==> src/rtl/alu_core.sv <==
// 18-bit sequential ALU: single-cycle add/sub/inc/dec/pass/clr plus an iterative shift-add multiply.
// Optional ALU_CARRY_EN: widens the multiply accumulator and drives c_flag with carry/borrow/overflow.
module alu_core #(
    parameter int unsigned WIDTH = 18
) (
    input  logic             clk,
    input  logic             rst,
    input  logic [WIDTH-1:0] alu_a,
    input  logic [WIDTH-1:0] alu_b,
    input  logic [2:0]       alu_op,
    input  logic             start,
    output logic             busy,
    output logic             done,
    output logic [WIDTH-1:0] alu_out,
    output logic             z_flag,
    output logic             c_flag
);

    localparam int unsigned CW = $clog2(WIDTH + 1);
`ifdef ALU_CARRY_EN
    localparam int unsigned AW = 2 * WIDTH;
`else
    localparam int unsigned AW = WIDTH;
`endif

    localparam logic [2:0] OP_PASS_A = 3'b000;
    localparam logic [2:0] OP_ADD    = 3'b001;
    localparam logic [2:0] OP_SUB    = 3'b010;
    localparam logic [2:0] OP_MUL    = 3'b011;
    localparam logic [2:0] OP_INC    = 3'b100;
    localparam logic [2:0] OP_DEC    = 3'b101;
    localparam logic [2:0] OP_PASS_B = 3'b110;

    typedef enum logic {
        S_IDLE = 1'b0,
        S_MUL  = 1'b1
    } state_t;

    state_t           state;
    state_t           state_nxt;
    logic [CW-1:0]    cnt;
    logic [AW-1:0]    mcand;
    logic [AW-1:0]    acc;
    logic [AW-1:0]    acc_step;
    logic [WIDTH-1:0] mplier;
    logic             accept;
    logic             last_iter;
    logic             done_nxt;
    logic             busy_nxt;
    logic             c_nxt;
    logic [WIDTH-1:0] out_nxt;
    logic [WIDTH:0]   ext;

    assign accept    = (state == S_IDLE) && start;
    assign last_iter = (state == S_MUL) && (cnt == CW'(WIDTH - 1));
    assign acc_step  = mplier[0] ? (acc + mcand) : acc;

`ifndef ALU_CARRY_EN
    logic unused_carry;
    assign unused_carry = ext[WIDTH];
`endif

    // State register
    always_ff @(posedge clk) begin
        if (rst) begin
            state <= S_IDLE;
        end else begin
            state <= state_nxt;
        end
    end

    // Next-state logic
    always_comb begin
        state_nxt = state;
        case (state)
            S_IDLE: begin
                if (start && (alu_op == OP_MUL)) begin
                    state_nxt = S_MUL;
                end
            end
            S_MUL: begin
                if (cnt == CW'(WIDTH - 1)) begin
                    state_nxt = S_IDLE;
                end
            end
            default: state_nxt = S_IDLE;
        endcase
    end

    // Next values of the registered outputs; ext carries one extra bit for carry/borrow
    always_comb begin
        ext      = '0;
        out_nxt  = '0;
        c_nxt    = 1'b0;
        done_nxt = 1'b0;
        busy_nxt = (state_nxt == S_MUL);
        if (accept && (alu_op != OP_MUL)) begin
            done_nxt = 1'b1;
            case (alu_op)
                OP_PASS_A: ext = {1'b0, alu_a};
                OP_ADD:    ext = {1'b0, alu_a} + {1'b0, alu_b};
                OP_SUB:    ext = {1'b0, alu_a} - {1'b0, alu_b};
                OP_INC:    ext = {1'b0, alu_a} + (WIDTH + 1)'(1);
                OP_DEC:    ext = {1'b0, alu_a} - (WIDTH + 1)'(1);
                OP_PASS_B: ext = {1'b0, alu_b};
                default:   ext = '0;
            endcase
            out_nxt = ext[WIDTH-1:0];
`ifdef ALU_CARRY_EN
            c_nxt = ext[WIDTH];
`endif
        end else if (last_iter) begin
            done_nxt = 1'b1;
            out_nxt  = acc_step[WIDTH-1:0];
`ifdef ALU_CARRY_EN
            c_nxt = |acc_step[AW-1:WIDTH];
`endif
        end
    end

    // Output registers and multiply datapath
    always_ff @(posedge clk) begin
        if (rst) begin
            done    <= 1'b0;
            busy    <= 1'b0;
            alu_out <= '0;
            z_flag  <= 1'b0;
            c_flag  <= 1'b0;
            mcand   <= '0;
            mplier  <= '0;
            acc     <= '0;
            cnt     <= '0;
        end else begin
            done <= done_nxt;
            busy <= busy_nxt;
            if (done_nxt) begin
                alu_out <= out_nxt;
                z_flag  <= (out_nxt == '0);
                c_flag  <= c_nxt;
            end
            if (accept && (alu_op == OP_MUL)) begin
                mcand  <= AW'(alu_a);
                mplier <= alu_b;
                acc    <= '0;
                cnt    <= '0;
            end else if (state == S_MUL) begin
                acc    <= acc_step;
                mcand  <= mcand << 1;
                mplier <= mplier >> 1;
                cnt    <= cnt + CW'(1);
            end
        end
    end

endmodule
==> config.mk <==
export PLATFORM = sky130hd
export DESIGN_NAME = alu_core
export DESIGN_NICKNAME = d
export VERILOG_FILES = /design/src/rtl/alu_core.sv
export SDC_FILE = /design/constraint.sdc
export NUM_CORES = 1
export LEC_CHECK = 0
export CAP_MARGIN = 20
export CORE_MARGIN = 2
export CORE_UTILIZATION = 40
export DETAILED_ROUTE_END_ITERATION = 7
export PLACE_DENSITY = 0.67
export SYNTH_ARGS = -nofsm -noshare
export SYNTH_HDL_FRONTEND = slang
export SYNTH_SLANG_ARGS = --single-unit
==> constraint.sdc <==
create_clock -name clk -period 14.1 [get_ports clk]
set_clock_uncertainty 0.2 [all_clocks]
set_input_delay 2.82 -clock clk [delete_from_list [all_inputs] [get_ports clk]]
set_output_delay 2.82 -clock clk [all_outputs]
set_load 0.02 [all_outputs]
==> results of run 1 <==
[critical path: cells and delay by family]
family | cells | cell delay, ns
buffers and inverters | 2 | 0.56
AND/OR/NAND/NOR | 7 | 2.23
XOR/XNOR | 1 | 0.15
AO/OA/AOI/OAI | 9 | 1.55
adder cells (fa/ha/maj) | 2 | 0.42
[power by group]
part	switching (mW)	internal [mW]	total, mW
clock	0.0991	0.141	0.240
sequential	0.00591	0.234	0.240
combinational	0.102	0.0715	0.174
[cell families after synthesis]
| group | share of synthesized area, % |
|---|---|
| multiplexers | 1.150 |
| AO/OA/AOI/OAI | 32.28 |
| AND/OR/NAND/NOR | 22.46 |
| flip-flops | 25.83 |
| adder cells (fa/ha/maj) | 8.313 |
| other | 0.06047 |
| buffers and inverters | 5.024 |
| XOR/XNOR | 4.883 |
[how the worst max path moves through the flow]
stage / start / endpoint / slack, ns / depth (start not counted)
after CTS: alu_b[0] / z_flag$_SDFFE_PP0P_ / 6.51 / 21
after global routing: alu_b[1] / z_flag$_SDFFE_PP0P_ / 6.07 / 21
final: alu_b[0] / z_flag$_SDFFE_PP0P_ / 6.42 / 21
after detailed placement: alu_b[0] / z_flag$_SDFFE_PP0P_ / 6.16 / 21
after floorplan: alu_b[0] / z_flag$_SDFFE_PP0P_ / 7.00 / 20
after global placement: alu_op[2] / z_flag$_SDFFE_PP0P_ / 5.96 / 16
[per-stage QoR]
step	instance area, µm²	worst slack (ns)
floorplan	6201	7.002
global placement	6882	5.956
detailed placement	6889	6.160
CTS	7184	6.506
global route	7184	6.066
finish	7184	6.417
[layer usage]
metal  vias to the layer above  global-route usage [%]  wire [µm]
met3                        32                   5.821       1648
li1                       3159                       -          -
met5                         -                       0          0
met2                       273                   37.95       8766
met4                         0                   6.394        387
met1                      2969                   35.82       9560
[cells in the final DEF (no fill, tap or decap), types with 3 or more instances in the layout]
| cell | synthesis | routed |
|---|---|---|
| or3_4 | 4 | 4 |
| nor2b_1 | 4 | 4 |
| xor2_1 | 13 | 13 |
| mux2i_1 | 6 | 6 |
| dfxtp_1 | 80 | 79 |
| nand2_1 | 125 | 125 |
| and2_1 | 6 | 6 |
| a21oi_1 | 119 | 119 |
| o221ai_1 | 3 | 3 |
| ha_1 | 38 | 38 |
| a31oi_1 | 20 | 20 |
| a211oi_1 | 10 | 10 |
| nor3_1 | 9 | 9 |
| o21ai_0 | 39 | 39 |
| o22ai_1 | 4 | 4 |
| nor3b_1 | 6 | 6 |
| a221oi_1 | 11 | 11 |
| o31ai_1 | 3 | 3 |
| nand3_1 | 18 | 18 |
| clkbuf_16 | 0 | 9 |
| a22oi_1 | 51 | 51 |
| nor2_1 | 74 | 72 |
| or2_2 | 3 | 3 |
| a41oi_1 | 3 | 3 |
| and3_1 | 8 | 8 |
| a21o_1 | 13 | 13 |
| clkdlybuf4s50_1 | 0 | 61 |
| or3_1 | 7 | 7 |
| o21a_1 | 5 | 5 |
| a311o_1 | 6 | 6 |
| o21ai_1 | 3 | 3 |
| buf_4 | 3 | 12 |
| inv_1 | 14 | 14 |
| nand4_1 | 5 | 5 |
| xnor2_1 | 19 | 19 |
| nand2b_1 | 9 | 9 |
[registers in the layout, indices dropped and copies added (netlist names)]
signal   cells
acc         18
alu_out     18
busy         1
cnt          5
done         1
mcand       18
mplier      18
z_flag       1
[area by class of cell]
| type | count | area (µm²) | area share, % |
|---|---|---|---|
| clock inverters | 5 | 56.30 | 0.7837 |
| repair buffers | 74 | 705.7 | 9.822 |
| multi-input cells | 692 | 4293 | 59.75 |
| well taps | 188 | 235.2 | 3.274 |
| clock buffers | 10 | 239.0 | 3.326 |
| inverters | 14 | 52.55 | 0.7315 |
| flip-flops and latches | 80 | 1603 | 22.31 |
==> summary.md, run 1 <==
| Metric | Value |
|---|---|
| Status | `completed` |
| PwrDens | `91.00 mW/mm²` |
| Count leader, synth | `nand2_1` |
| Half-perimeter wire length after placement | `15.01 mm` |
| Vias in the first global route | `6018` |
| CTS Hold Buffers Added | `0` |
| Num CTS Buffers | `9` |
| Area leader, netlist | `dfxtp_1` |
| Initial DRC Count | `771` |
| Post-Syn Area | `0.006201 mm²` |
| DIE WIDTH | `128.5 µm` |
| Routed vias/inst | `6.052` |
| I/O pin count | `64` |
| Kind of end point of the critical path | `flip-flop` |
| Hold Crit Class | `reg -> reg` |
| MaxCap Viol Count | `0` |
| Initial antenna violation count | `0` |
| Critical-path top delay cell | `clkdlybuf4s50_1` |
| Initial core utilization | `40.79%` |
| Post-route minimum period | `7.683 ns` |
| Crit-path cells | `clkdlybuf4s50_1 -> inv_1 -> ha_1 -> or3b_4 -> or3_4 -> or3_1 -> or3_1 -> or3_1 -> nand3_1 -> a21oi_1 -> a31oi_1 -> o21ai_1 -> ha_1 -> a21o_1 -> a21o_1 -> a21oi_1 -> o21ai_0 -> xor2_1 -> a221oi_1 -> nand4_1 -> o31ai_1` |
| WHS | `0.2558 ns` |
| Post-CTS Resized | `0` |
| Final nets | `953` |
| Worst EP arrival | `7.75 ns` |
| Core Util, Final | `47.26%` |
| Yosys warnings | `0` |
| Gr ovfl total | `0` |
| Core Rows | `45` |
| WL per Instance | `19.16 µm` |
| Clk slew on worst S/H paths | `0.06 ns` |
| Maximum vdd drop | `59.21 µV` |
| Input/output buffers | `62` |
| Worst EP required | `14.17 ns` |
| Endpoints failing hold | `0` |
| Crit path max fanout | `6` |
| Largest net degree at the start of global routing | `59` |
| RSZ-0062 raised after global routing | `no` |
| Final Setup Violations | `0` |
| Yosys top cell area share | `25.83%` |
| Mapped Avg Cell Area | `7.382 µm²` |
| Die ar. | `0.01651 mm²` |
| First-pass GRT wire length | `32.49 mm` |
| Core area | `0.01520 mm²` |
| Clk_lat worst skew | `0.35 ns` |
| Setup_tns | `0 ns` |
| Worst setup path class | `in -> reg` |
| Crit share post-route | `54.49%` |
| Placed cell count | `1048` |
| Die height | `128.5 µm` |
| Top FF cell, synth | `dfxtp_1` |
| CTS tree | `built` |
| Most frequent cells after synthesis | `nand2_1 (125), a21oi_1 (119), dfxtp_1 (80)` |
| Synth async-reset ratio | `0%` |
| Post-Synthesis Cells | `840` |
| Crit start category | `input pin` |
| Dominant cells by area after synthesis | `dfxtp_1 (26%), a21oi_1 (9.6%), ha_1 (7.7%)` |
| Max Buffers Root-to-Sink | `2` |
| RePlAce Congestion | `0.9657` |
| Final WL | `20.36 mm` |
| Highest clock rate | `130.2 MHz` |
| Reg2reg setup slack | `10.26 ns` |
| FF-to-FF path depth | `11` |
| Sink Count | `80` |
| Gr usage total | `25.02%` |
| Reg-to-reg critical path endpoint | `z_flag$_SDFFE_PP0P_` |
| Actual slew at the worst max-slew pin | `1.055 ns` |
| Total power | `653.8 µW` |
| Netlist cell types | `75` |
| Via count | `6433` |
| Register area share after synthesis | `25.83%` |
| ANT cells | `0` |
| EDFF count, synth | `0` |
| Hold endpoint | `alu_out[7]$_SDFFE_PP0P_` |
| Syn_nets | `922` |
| Area Overhead vs Synth | `15.86%` |
| Most used cell, CP | `or3_1` |
| Max incr delay on CP | `0.46 ns` |
| Cell Count, Final, Fillers Out | `1063` |
| Hold Crit Depth | `2` |
| # DRC | `0` |
| HP Start | `alu_out[7]$_SDFFE_PP0P_` |
| Final ANT Viol Nets | `0` |
| Yosys reg bits | `80` |
| Pins Over Slew Limit | `0` |
| Leakage | `2.634 nW` |
| Root Buffer | `clkbuf_16` |
| Worst r2r src | `mcand[0]$_SDFFE_PP0P_` |
| Slew headroom | `28.69%` |
| First drt pass iteration count | `5` |
| # H-tree levels | `3` |
| Post-CTS Setup Inserts | `0` |
| Layout cells sized above 1 | `5.714%` |
| Fill cells | `1576` |
(Power assumes the default switching activity.)
==> run 2, diff against run 1 <==
Clock period 14.1 ns to 8 ns, I/O delays scaled along.
==> run 2 against run 1 <==
Compared with the run above:
- clock power increased by 95%
- die area unchanged
- global-route usage decreased by 0.46 points
- register-to-register slack got worse by 6.2 ns
- sequential power increased by 76%
- critical path depth unchanged
- non-clock buffer count decreased by 1
- cell count unchanged
- sequential share of layout area decreased by 0.093 points
- final area increased by 0.42%
- worst setup slack got worse by 4.9 ns
- highest routed layer unchanged
==> summary.md, run 2 (synthesis gave the netlist of run 1 again) <==
| Metric | Value |
|---|---|
| Status | `completed` |
| # H-tree levels | `3 (unchanged)` |
| Die height | `128.5 µm (unchanged)` |
| CTS tree | `built` |
| Crit start category | `input pin` |
| Root Buffer | `clkbuf_16` |
| Slew headroom | `31.68% (+3.0 points)` |
| CTS Hold Buffers Added | `0 (unchanged)` |
| # DRC | `0 (unchanged)` |
| DIE WIDTH | `128.5 µm (unchanged)` |
| Setup_tns | `0 ns (unchanged)` |
| Post-CTS Setup Inserts | `0 (unchanged)` |
| Non-Filler Cell Area, Final | `0.007214 mm² (+0.42%)` |
| Post-route minimum period | `6.479 ns` |
| Final nets | `952 (-0.10%)` |
| Initial DRC Count | `739 (-4.2%)` |
| Placed cell count | `1047 (-0.095%)` |
| Initial core utilization | `40.79% (unchanged)` |
| Core Util, Final | `47.46% (+0.20 points)` |
| Max Buffers Root-to-Sink | `2 (unchanged)` |
| I/O pin count | `64 (unchanged)` |
| Clk_lat worst skew | `0.35 ns (about the same)` |
| Kind of end point of the critical path | `flip-flop` |
| Core area | `0.01520 mm² (unchanged)` |
| Endpoints failing hold | `0 (unchanged)` |
| Final Setup Violations | `0 (unchanged)` |
| Maximum vdd drop | `119.2 µV (+100%)` |
| RePlAce Congestion | `0.9041 (-6.4%)` |
| Cell Count, Final, Fillers Out | `1063 (unchanged)` |
| ANT cells | `0 (unchanged)` |
| MaxCap Viol Count | `0 (unchanged)` |
| Pins Over Slew Limit | `0 (unchanged)` |
| Vias in the first global route | `5843 (-2.9%)` |
| Sink Count | `80 (unchanged)` |
| Final WL | `20.16 mm (-1.0%)` |
| Gr usage total | `24.56% (-0.46 points)` |
| Layout cells sized above 1 | `5.600% (-0.11 points)` |
| Input/output buffers | `62 (unchanged)` |
| Area Overhead vs Synth | `16.34%` |
| Actual slew at the worst max-slew pin | `1.011 ns (-0.04419 ns)` |
| Num CTS Buffers | `9 (unchanged)` |
| WHS | `0.2533 ns (-0.002512 ns)` |
| Post-DP Area | `0.006882 mm² (-0.11%)` |
| WL per Instance | `18.96 µm (-1.0%)` |
| Initial antenna violation count | `0 (unchanged)` |
| Reg2reg setup slack | `4.03 ns (-6.23 ns)` |
| Half-perimeter wire length after placement | `14.72 mm (-2.0%)` |
| Worst Slack Setup Final | `1.521 ns (-4.896 ns)` |
| Die ar. | `0.01651 mm² (unchanged)` |
| Highest clock rate | `154.3 MHz` |
| First drt pass iteration count | `5 (unchanged)` |
| Via count | `6506 (+1.1%)` |
| Largest net degree at the start of global routing | `59 (unchanged)` |
| Final ANT Viol Nets | `0 (unchanged)` |
| Worst EP arrival | `6.54 ns (-1.21 ns)` |
| Hold Crit Class | `reg -> reg` |
| Core Rows | `45 (unchanged)` |
| Post-CTS Resized | `0 (unchanged)` |
| First-pass GRT wire length | `31.79 mm (-2.2%)` |
| RSZ-0062 raised after global routing | `no` |
| Worst EP required | `8.06 ns (-6.11 ns)` |
| Clk slew on worst S/H paths | `0.06 ns (about the same)` |
| Total power | `1.194 mW (+83%)` |
| PwrDens | `165.5 mW/mm² (+82%)` |
| Commonest non-fill, non-tap cell in the layout | `nand2_1` |
| Crit share post-route | `80.99%` |
| Crit path max fanout | `6 (unchanged)` |
| Worst setup path class | `in -> reg` |
| Routed vias/inst | `6.120 (+1.1%)` |
| Most frequent cells in the layout | `nand2_1 (125), a21oi_1 (119), dfxtp_1 (79), nor2_1 (72), clkdlybuf4s50_1 (61)` |
| Place WS | `1.227 ns (-4.932 ns)` |
| Gr ovfl total | `0 (unchanged)` |
| Leakage | `2.643 nW (+0.33%)` |
run 2: changes by cell type in the layout (fill, tap and decap cells not counted):
cell / change
buf_4: -1
bufinv_16: +1
clkbuf_1: +1
clkbuf_8: +1
clkinv_2: -2
clkinv_4: +1
inv_6: -1
run 2: path summary, 6_finish.rpt:
check                     startpoint                 endpoint  cells after the start
max                         alu_b[0]      z_flag$_SDFFE_PP0P_                     21
min          alu_out[5]$_SDFFE_PP0P_  alu_out[5]$_SDFFE_PP0P_                      2
max reg2reg          busy$_SDFF_PP0_      z_flag$_SDFFE_PP0P_                      9
min reg2reg  alu_out[5]$_SDFFE_PP0P_  alu_out[5]$_SDFFE_PP0P_                      2
run 2: routing by layer:
metal / vias up / routed length [µm] / track usage [%]
met3: 38 / 1484 / 4.657
met5: - / 0 / 0
met2: 268 / 8816 / 37.95
li1: 3159 / - / -
met4: 0 / 545 / 8.568
met1: 3041 / 9312 / 34.33
run 2: worst max-delay path, cell delays in order:
cell and delay [ns]:
clkdlybuf4s50_1 0.50, inv_1 0.11, ha_1 0.20, or3b_4 0.42, or3_4 0.36, or3_1 0.41
or3_1 0.40, or3_1 0.40, nand3_1 0.11, a21oi_1 0.08, a31oi_1 0.16, o21ai_1 0.10
ha_1 0.22, a21o_1 0.20, a21o_1 0.17, a21oi_1 0.13, o21ai_0 0.11, xor2_1 0.15
a221oi_1 0.32, nand4_1 0.15, o31ai_1 0.23
run 2: area by class of cell:
class	instances	area [µm²]
timing repair buffer	73	698.2
inverter	14	52.55
tap	188	235.2
multi-input combinational	692	4293
clock buffer	12	256.5
clock inverter	4	76.32
sequential	80	1603
fill	1546	7988
run 2: power breakdown:
group | internal, mW | switching [mW] | leakage, nW | total [mW]
sequential | 0.413 | 0.0106 | 0.649 | 0.423
clock | 0.291 | 0.177 | 0.159 | 0.468
combinational | 0.126 | 0.176 | 1.83 | 0.302
==> run 3, diff against run 2 <==
Clock period 8 ns to 6.2 ns, I/O delays scaled along.
==> run 3 against run 2 <==
Compared with the run above:
- combinational power increased by 33%
- clock-buffer cell count down 3
- final area grew 2.0%
- worst hold slack about the same
- via count up 1.4%
- cell count grew 1.7%
- total power rose by 32%
- non-clock buffer count increased by 18
- worst setup slack worse by 1.2 ns
- clock power increased by 35%
- first-iteration DRC count is 3.2% lower
- critical endpoint unchanged
- largest cell class unchanged
- largest power group unchanged
==> summary.md, run 3 (synthesis gave the netlist of run 1 again) <==
| Metric | Value |
|---|---|
| Status | `completed` |
| Final WL | `20.18 mm (about the same)` |
| Clk_lat worst skew | `0.36 ns (about the same)` |
| Most used cell, CP | `or3_1` |
| Critical-path top delay cell | `clkdlybuf4s50_1` |
| PwrDens | `214.5 mW/mm² (+30%)` |
| Post-CTS Setup Inserts | `0 (unchanged)` |
| Initial antenna violation count | `0 (unchanged)` |
| Core area | `0.01520 mm² (unchanged)` |
| Die ar. | `0.01651 mm² (unchanged)` |
| Switching pwr | `481.8 µW (+32%)` |
| Kind of end point of the critical path | `flip-flop` |
| Largest net degree at the start of global routing | `43 (-27%)` |
| Worst EP required | `6.27 ns (-1.79 ns)` |
| Layout cells sized above 1 | `7.615% (+2.0 points)` |
| RSZ-0062 raised after global routing | `no` |
| Leakage | `2.731 nW (+3.3%)` |
| CTS tree | `built` |
| Crit path max fanout | `5 (-1)` |
| Core Rows | `45 (unchanged)` |
| RePlAce Congestion | `0.9317 (+3.1%)` |
| Switching share of power | `30.51% (about the same)` |
| Part of the power in registers | `34.6% (-0.9 points)` |
| Input/output buffers | `62 (unchanged)` |
| Worst setup path class | `in -> reg` |
| MaxCap Viol Count | `0 (unchanged)` |
| Initial core utilization | `40.79% (unchanged)` |
| Int Power | `1.097 mW (+32%)` |
| Post-route minimum period | `5.901 ns` |
| Half-perimeter wire length after placement | `15.26 mm (+3.7%)` |
| Actual slew at the worst max-slew pin | `1.027 ns (+0.01608 ns)` |
| Vias in the first global route | `6016 (+3.0%)` |
| Gate family responsible for the most delay along the worst path | `simple AND/OR/NAND/NOR gates` |
| Post-CTS Resized | `0 (unchanged)` |
| DIE WIDTH | `128.5 µm (unchanged)` |
| Crit-path cells | `clkdlybuf4s50_1 -> inv_1 -> ha_1 -> or3b_4 -> or3_4 -> or3_1 -> or3_1 -> or3_1 -> nand3_1 -> a21oi_1 -> a31oi_1 -> o21ai_1 -> ha_1 -> a21o_1 -> a21o_1 -> a21oi_1 -> o21ai_0 -> xor2_1 -> a221oi_1 -> nand4_1 -> o31ai_1` |
| Highest clock rate | `169.5 MHz` |
| Setup_tns | `0 ns (unchanged)` |
| Worst EP arrival | `5.97 ns (-0.57 ns)` |
| Clock power share | `39.9% (+0.7 points)` |
| Via count | `6599 (+1.4%)` |
| CTS Hold Buffers Added | `0 (unchanged)` |
| Final ANT Viol Nets | `0 (unchanged)` |
| I/O pin count | `64 (unchanged)` |
| Worst setup path start | `alu_b[0]` |
| Clk slew on worst S/H paths | `0.06 ns (about the same)` |
| Most frequent cells in the layout | `nand2_1 (125), a21oi_1 (119), dfxtp_1 (79), nor2_1 (72), clkdlybuf4s50_1 (61)` |
| Critical path buffers and inverters | `2 (unchanged)` |
| Commonest non-fill, non-tap cell in the layout | `nand2_1` |
| Fill cells | `1526 (-1.3%)` |
| Crit start category | `input pin` |
| Sink Count | `80 (unchanged)` |
| Die height | `128.5 µm (unchanged)` |
| Area Overhead vs Synth | `18.70%` |
| Worst r2r src | `cnt[0]$_SDFFE_PP0P_` |
| Root Buffer | `clkbuf_16` |
| ANT cells | `0 (unchanged)` |
| # DRC | `0 (unchanged)` |
| HP Start | `alu_out[11]$_SDFFE_PP0P_` |
| Max incr delay on CP | `0.42 ns (-0.08 ns)` |
| Slew headroom | `30.59% (-1.1 points)` |
| Endpoints failing hold | `0 (unchanged)` |
| First-pass GRT wire length | `32.73 mm (+3.0%)` |
| Max Buffers Root-to-Sink | `2 (unchanged)` |
| WL per Instance | `18.66 µm (-1.6%)` |
| First drt pass iteration count | `5 (unchanged)` |
| Cell Count, Final, Fillers Out | `1081 (+1.7%)` |
| Logic pwr share | `25.5% (+0.2 points)` |
| Crit share post-route | `95.17%` |
| Placed cell count | `1065 (+1.7%)` |
| Initial DRC Count | `715 (-3.2%)` |
| # H-tree levels | `3 (unchanged)` |
| Hold Crit Class | `reg -> reg` |
| Maximum vdd drop | `131.4 µV (+10%)` |
| Gr usage total | `25.17% (+0.61 points)` |
| Pins Over Slew Limit | `0 (unchanged)` |
| Final Setup Violations | `0 (unchanged)` |
| Num CTS Buffers | `9 (unchanged)` |
| Final nets | `970 (+1.9%)` |
| Gr ovfl total | `0 (unchanged)` |
| Routed vias/inst | `6.105 (-0.26%)` |
## run 3: final timing paths
path                            cells past startpoint                       end  slack [ns]
worst min register to register                      2  alu_out[11]$_SDFFE_PP0P_        0.25
worst max register to register                     10       z_flag$_SDFFE_PP0P_        2.35
worst min-delay path                                2  alu_out[11]$_SDFFE_PP0P_        0.25
worst max-delay path                               21       z_flag$_SDFFE_PP0P_        0.30
## run 3: cell type report
cell class	count	area (µm²)	area share, %
clock buffers	9	225.2	3.060
clock inverters	7	118.9	1.615
inverters	14	52.55	0.7139
multi-input cells	692	4293	58.32
flip-flops and latches	80	1603	21.77
well taps	188	235.2	3.196
repair buffers	91	833.3	11.32
## run 3: power by group through the flow
stage	logic, mW	registers [mW]	clock network, mW
after floorplan	0.238	0.568	0
after global placement	0.393	0.558	0
after detailed placement	0.394	0.558	0
after CTS	0.396	0.546	0.641
after global routing	0.441	0.548	0.665
final	0.402	0.546	0.631
## run 3: metal layers
metal,vias up,global-route usage (%),part of all wire [%]
li1,3189,-,-
met1,3078,35.99,46
met2,291,38.27,44
met3,41,4.200,7.2
met4,0,8.951,2.9
met5,-,0,0
## run 3: worst reg2reg max path, delay by kind of cell (launching register included)
family          cells  cell delay, ns
compound gates      2            0.69
fa+ha+maj           1            0.16
flops               1            0.40
simple gates        7            2.29
## run 3: stage by stage
step / worst slack, ns / hold WS, ns / power [mW] / utilization [%] / area (µm²)
4_1_cts: 0.3740 / 0.2561 / 1.583 / 48.42 / 7361
6_report: 0.2992 / 0.2528 / 1.579 / 48.42 / 7361
3_3_place_gp: 0.09862 / 0.2432 / 0.9501 / 46.16 / 7017
3_5_place_dp: 0.02221 / 0.2475 / 0.9520 / 46.16 / 7017
2_1_floorplan: 0.6817 / 0.2368 / 0.8065 / - / 6201
5_1_grt: 0.04316 / 0.2764 / 1.655 / 48.42 / 7361
